File: config.mk
export PLATFORM = sky130hd
export DESIGN_NAME = reaction_timer_ctrl
export DESIGN_NICKNAME = d
export VERILOG_FILES = /design/src/rtl/reaction_timer_ctrl.sv
export SDC_FILE = /design/constraint.sdc
export NUM_CORES = 1
export LEC_CHECK = 0
export ABC_AREA = 1
export CAP_MARGIN = 20
export CORE_ASPECT_RATIO = 0.8
export CORE_MARGIN = 10
export CORE_UTILIZATION = 45
export DETAILED_ROUTE_END_ITERATION = 8
export PLACE_DENSITY = 0.69
export SLEW_MARGIN = 20
export SYNTH_ARGS = -nofsm -noshare
export SYNTH_HDL_FRONTEND = slang
export SYNTH_SLANG_ARGS = --single-unit
File: constraint.sdc
create_clock -name clk -period 2.3 [get_ports clk]
set_input_delay 0.575 -clock clk [delete_from_list [all_inputs] [get_ports clk]]
set_output_delay 0.575 -clock clk [all_outputs]
set_load 0.01 [all_outputs]
File: src/rtl/reaction_timer_ctrl.sv
// Round sequencer for the reaction-time game: arms a random delay from the LFSR,
// lights GO, measures the response in ms ticks and tracks the best time.
module reaction_timer_ctrl #(
   parameter int TICKS_PER_MS = 50000,
   parameter int MIN_DELAY_MS = 1000,
   parameter int MAX_RT_MS    = 9999
) (
   input  logic        clk,
   input  logic        reset_n,
   input  logic        start,
   input  logic        react,
   input  logic [11:0] lfsr_val,
   output logic        lfsr_step,
   output logic        led_go,
   output logic        busy,
   output logic [13:0] rt_ms,
   output logic [13:0] best_ms,
   output logic        too_soon,
   output logic        timeout
);

   localparam int              PW          = (TICKS_PER_MS > 1) ? $clog2(TICKS_PER_MS) : 1;
   localparam logic [PW-1:0]   PRESC_LAST  = PW'(TICKS_PER_MS - 1);
   localparam logic [11:0]     DELAY_FLOOR = 12'(MIN_DELAY_MS);
   localparam logic [13:0]     RT_LAST     = 14'(MAX_RT_MS - 1);
   localparam logic [13:0]     BEST_NONE   = 14'h3FFF;

   typedef enum logic [2:0] {
      IDLE,
      ARM,
      WAIT,
      GO,
      DONE,
      FOUL
   } state_t;

   state_t         state;
   state_t         state_nxt;
   logic [PW-1:0]  presc;
   logic [11:0]    delay_cnt;
   logic [13:0]    rt_cnt;
   logic           tick;
   logic           wait_last;
   logic           go_last;

   // ms tick only exists while the prescaler is running (WAIT and GO)
   always_comb begin
      tick      = 1'b0;
      wait_last = 1'b0;
      go_last   = 1'b0;
      if ((state == WAIT) || (state == GO)) begin
         tick = (presc == PRESC_LAST);
      end
      wait_last = tick && (state == WAIT) && (delay_cnt == 12'd1);
      go_last   = tick && (state == GO) && (rt_cnt == RT_LAST);
   end

   always_ff @(posedge clk or negedge reset_n) begin
      if (!reset_n) begin
         state <= IDLE;
      end else begin
         state <= state_nxt;
      end
   end

   always_comb begin
      state_nxt = state;
      case (state)
         IDLE, DONE, FOUL: begin
            if (start) begin
               state_nxt = ARM;
            end
         end
         ARM: begin
            state_nxt = WAIT;
         end
         WAIT: begin
            if (react) begin
               state_nxt = FOUL;
            end else if (wait_last) begin
               state_nxt = GO;
            end
         end
         GO: begin
            if (react) begin
               state_nxt = DONE;
            end else if (go_last) begin
               state_nxt = FOUL;
            end
         end
         default: begin
            state_nxt = IDLE;
         end
      endcase
   end

   // Outputs are registered from the next state so they line up with the state register
   always_ff @(posedge clk or negedge reset_n) begin
      if (!reset_n) begin
         lfsr_step <= 1'b0;
         led_go    <= 1'b0;
         busy      <= 1'b0;
         rt_ms     <= '0;
         best_ms   <= BEST_NONE;
         too_soon  <= 1'b0;
         timeout   <= 1'b0;
         presc     <= '0;
         delay_cnt <= '0;
         rt_cnt    <= '0;
      end else begin
         lfsr_step <= (state_nxt == ARM);
         led_go    <= (state_nxt == GO);
         busy      <= (state_nxt == ARM) || (state_nxt == WAIT) || (state_nxt == GO);
         case (state)
            IDLE, DONE, FOUL: begin
               if (start) begin
                  too_soon <= 1'b0;
                  timeout  <= 1'b0;
               end
            end
            ARM: begin
               // lfsr_val already holds the post-step value here
               delay_cnt <= DELAY_FLOOR + {1'b0, lfsr_val[10:0]};
               presc     <= '0;
            end
            WAIT: begin
               presc <= tick ? '0 : presc + 1'b1;
               if (tick) begin
                  delay_cnt <= delay_cnt - 12'd1;
               end
               if (react) begin
                  too_soon <= 1'b1;
               end else if (wait_last) begin
                  rt_cnt <= '0;
               end
            end
            GO: begin
               presc <= tick ? '0 : presc + 1'b1;
               if (react) begin
                  rt_ms <= rt_cnt;
                  if (rt_cnt < best_ms) begin
                     best_ms <= rt_cnt;
                  end
               end else if (tick) begin
                  rt_cnt <= rt_cnt + 14'd1;
                  if (go_last) begin
                     timeout <= 1'b1;
                  end
               end
            end
            default: begin
            end
         endcase
      end
   end

endmodule

Yosys cells after proc, flatten, opt, wreduce, memory -nomap -nowiden:

Index checks and enable logic that the tools add are counted.
W data, S select, Z words.

* shift-type cells: 0
* mux-type cells: 23
* order comparisons: 1
* eq/ne operators: 19
* reductions and logical operators: 21
* bitwise logic cells: 0
* add/sub/neg operators: 4
* multipliers: 0
* div/mod/pow operators: 0

Operators with widths (count)
* $mux W14: 4
* $pmux W16 S2: 1
* $pmux W14 S2: 1
* $pmux W12 S2: 1
* $add A16 B1 Y16 const B: 1
* $eq A16 B16 Y1 const B: 1
* $mux W16: 1
* $ne A2 B2 Y1 const B: 8
* $mux W3: 5
* $add A14 B1 Y14 const B: 1
* $eq A14 B14 Y1 const B: 1
* $lt A14 B14 Y1: 1
* $add A10 B11 Y12 const A: 1
* $eq A12 B1 Y1 const B: 1
* $eq A3 B2 Y1 const B: 4
* $mux W12: 1
* $pmux W3 S4: 1
* $sub A12 B1 Y12 const B: 1
* $reduce_and A5 Y1: 2
* $reduce_bool A2 Y1: 5
* $eq A3 B1 Y1 const B: 2
* $eq A3 B3 Y1 const B: 2
* $mux W1: 6
* $reduce_and A3 Y1: 2
* other kinds (7): 14

* logic and storage cells: 79
* memories: 0
* bits in writable memories: 0
* register bits after elaboration: 78
* ROM bits: 0
* latch bits: 0

Logic depth before layout (Yosys ltp):

* word-level depth: 11
* mapped depth: 11

Least setup slack after synthesis:

Ideal clock, no wire load.

* path kind: register -> register
* start: register best_ms[7]
* end: register best_ms[8]
* data required time: 2222 ps
* path buffers: 1
* slack: 476 ps
* cell stages (with the launch flop): 12
* data arrival time: 1747 ps
* clock period less this slack: 1824 ps
* cells stage by stage: dfstp_2 inv_1 ha_1 nand2_1 inv_1 o21bai_1 nand2_1 a21oi_1 nand3_4 buf_6 nand2_1 o21ai_2

* longest elaborated chain between the ends: 2

RTL lines
* start: declaration: line 17 `output logic [13:0] best_ms,`
* start signal: assignment: line 142 `best_ms <= rt_cnt;`
* $lt A14 B14 Y1: line 141 `if (rt_cnt < best_ms) begin`
* $reduce_and A3 Y1 (no source line)

Every way passes these cells.
A chain may end at the register's enable or synchronous reset.

Worst setup path after layout:

* start: register best_ms[7]
* end: register best_ms[12]

Same word-level chain as after synthesis.

==> results.cfg <==
[power]
netSwitchingFraction = 0.379
total_leakage_power_nw = 2.41
irDropWorstVdd_v = 0.000719
power_frac_clock = 0.249
cell_int_power_mw = 3.13
power_per_cell_area_nw_per_um2 = 897
power.share.combinational = 0.374
share_seq_of_total_power = 0.377
power.switching_mw = 1.91

[sta]
final-setup-viol-count = 0
worst_slew_margin_rel = 0.563
final.setup_skew_ps = 7.99
timing.fmax_mhz = 483
report.final.slew_viol_count = 0
max_slew.worst_pin.slew_ps = 656
finalHoldViolCount = 0
rsz_0062_raised_after_global_routing = false
final.period_utilization = 0.900
fin_setup_tns_ps = 0
final_min_period_ps = 2070

[clock_tree]
cts-htree-levels = 3
ctsHoldBuffers = 0
cts_tree = built
clock-root-buffer = clkbuf_16
cts.sink_count = 78
clockBufferDepth = 2
clk_transition_reported_paths_ps = 60
insertion_delay_ps = 340
cts_made_buffers = 9

[detailed_routing]
detailedRoute.firstPassIterationCount = 5
route.detailed.drc = 0
post_detailed_route_count_of_antenna_violating_nets = 0
drt_wl_total_microns = 11300
detailedRoute.firstIterationViolations = 298
route.vias.total = 4321
via_per_inst = 5.27
detail_route.wl_per_cell_microns = 13.8

[synthesis]
synth.yosys.seq_area_share = 0.419
synthesis.nets = 656
syn-cell-area_sq_um = 4700
async_reset_ff_frac = 1.00
synth_area_per_cell_sq_um = 7.57
synth_enable_flop_cells = 0
yosysUniqueCellTypes = 37
synth.ff_latch_count = 78
synthesis.instances = 621
total_of_warnings_raised_by_yosys = 0
postSynth.topFlopCell = dfrtp_1

[flow_run]
cap_violations = 0

[die]
ios = 49
fp.dieW_microns = 134
floorplan.die.height_microns = 111
core_region_area_sq_um = 10200
dieArea_sq_um = 15000
start_util = 0.459
core.rowCount = 33

[global_route]
grt_util_all_layers = 0.154
grt_pass1_vias = 4143
initial_antenna_violation_count = 0
pin_count_of_the_biggest_net_entering_global_routing = 50
grt_pass1_wl_microns = 19700
grt_overflow = 0

[layout]
flow.area_growth_from_synthesis_pct = 19.4
multi_input_comb_area_sq_um = 2380
sequential_cell_area_sq_um = 1970
fin_nets = 710
insertedDiodeCount = 0
drive_above_1_share = 0.110
instances_no_fill = 820
fillers = 998

[setup_path]
setup.worst_path.class = reg2reg
timing.critical_path.to_type = flop
worst_ep_required_ps = 2560
critical_path_arrival_ps = 2330
timing.critical_path.fanout_max = 14
crit_path_start_kind = flop
timing.reg2reg.worst_path_depth = 10
reg2reg_setup_slack_ps = 230
timing.rr.start = best_ms[7]$_DFFE_PN1P_
regToRegEndpoint = best_ms[12]$_DFFE_PN1P_

[placement]
place.detailed.instances = 803
placement.io_buffers = 47
finalWeightedCongestion = 0.863
dp_hpwl_microns = 8170

[status]
run_status = completed

[min_path]
hold_class = in2async
[cell type report]
type | instances | area share
inverter | 75 | 0.0502
sequential | 78 | 0.351
clock inverter | 2 | 0.00178
tap | 140 | 0.0312
clock buffer | 14 | 0.0435
timing repair buffer | 56 | 0.0976
multi-input combinational | 455 | 0.425
[kinds of logic after synthesis]
| group | synth area share |
|---|---|
| xor+xnor | 0.0205 |
| buf+inv | 0.0785 |
| compound gates | 0.133 |
| flops | 0.419 |
| fa+ha+maj | 0.0506 |
| simple gates | 0.299 |
[cell usage after synthesis, drive strengths merged (2+ instances only)]
master / number / area [sq um]
nand2: 171 / 644
nor2: 77 / 338
inv: 75 / 282
o21ai: 65 / 378
dfrtp: 64 / 1600
nand3: 30 / 173
nand4: 27 / 169
a21oi: 21 / 109
ha: 19 / 238
nor3: 15 / 75.1
dfstp: 14 / 368
buf: 13 / 83.8
xor2: 7 / 61.3
o211ai: 4 / 30.0
xnor2: 4 / 35.0
a31oi: 3 / 18.8
a21boi: 2 / 15.0
o21bai: 2 / 26.3
o31ai: 2 / 15.0
[worst max path at each step]
stage	startpoint	end	slack, ps	depth (start not counted)
floorplan	best_ms[7]$_DFFE_PN1P_	best_ms[8]$_DFFE_PN1P_	480	11
global placement	lfsr_val[3]	delay_cnt[11]$_DFFE_PN0P_	160	8
detailed placement	lfsr_val[3]	delay_cnt[9]$_DFFE_PN0P_	90	7
CTS	best_ms[7]$_DFFE_PN1P_	best_ms[4]$_DFFE_PN1P_	170	10
global route	state[0]$_DFF_PN0_	rt_cnt[10]$_DFFE_PN0P_	80	10
finish	best_ms[7]$_DFFE_PN1P_	best_ms[12]$_DFFE_PN1P_	230	10
[metrics by stage]
| stage | total power, mW | instance area [sq um] | hold WS [ps] | utilization | worst slack [ps] |
|---|---|---|---|---|---|
| 6_report | 5.04 | 5610 | 270 | 0.548 | 231 |
| 5_1_grt | 5.40 | 5610 | 322 | 0.548 | 80.0 |
| 3_5_place_dp | 3.80 | 5340 | 461 | 0.521 | 92.6 |
| 2_1_floorplan | 3.09 | 4700 | 279 | - | 476 |
| 3_3_place_gp | 3.75 | 5340 | 455 | 0.521 | 158 |
| 4_1_cts | 5.08 | 5590 | 297 | 0.546 | 166 |
[layer usage]
layer,GRT usage,share of wire
met5,0,0
met4,0.0348,0.011
met3,0.0449,0.059
met2,0.242,0.45
met1,0.204,0.48
[flip-flops by register name (all words and copies together), names as in the netlist]
name	count
presc	16
best_ms	14
rt_cnt	14
rt_ms	14
delay_cnt	12
state	3
busy	1
led_go	1
lfsr_step	1
timeout	1
too_soon	1
[critical path: stages (launching register included)]
cell	delay, ps
dfstp_2	540
inv_1	40
ha_1	310
nand2_1	60
inv_1	30
o21bai_1	120
nand2_1	100
a21oi_2	280
nand3_4	290
nand2_1	160
o21ai_2	60
[cells in the final DEF (no fill, tap or decap), types with 9 or more instances in the layout]
cell type | Yosys | final
buf_4 | 0 | 9
clkdlybuf4s50_1 | 0 | 46
inv_1 | 63 | 63
inv_2 | 12 | 12
nand4_1 | 27 | 27
a21oi_1 | 20 | 19
clkbuf_16 | 0 | 9
nand3_1 | 27 | 27
o21ai_2 | 14 | 14
o21ai_1 | 25 | 25
dfrtp_1 | 64 | 64
o21ai_0 | 26 | 26
nor2_1 | 71 | 71
dfstp_2 | 14 | 14
ha_1 | 19 | 19
nor3_1 | 15 | 15
nand2_1 | 170 | 170
[power by group through the flow]
| stage | clock network [mW] | registers (mW) | logic [mW] |
|---|---|---|---|
| after floorplan | 0 | 1.94 | 1.15 |
| after global placement | 0 | 1.90 | 1.84 |
| after detailed placement | 0 | 1.92 | 1.89 |
| after CTS | 1.28 | 1.90 | 1.90 |
| after global routing | 1.34 | 1.94 | 2.12 |
| final | 1.25 | 1.90 | 1.88 |
[repair_timing]
item,in CTS,in global routing
buffers inserted,0,0
setup endpoints to repair,0,6
endpoints found under the hold margin,0,0
resized for setup,0,2
Note: power is estimated with default switching activity, not from simulation.
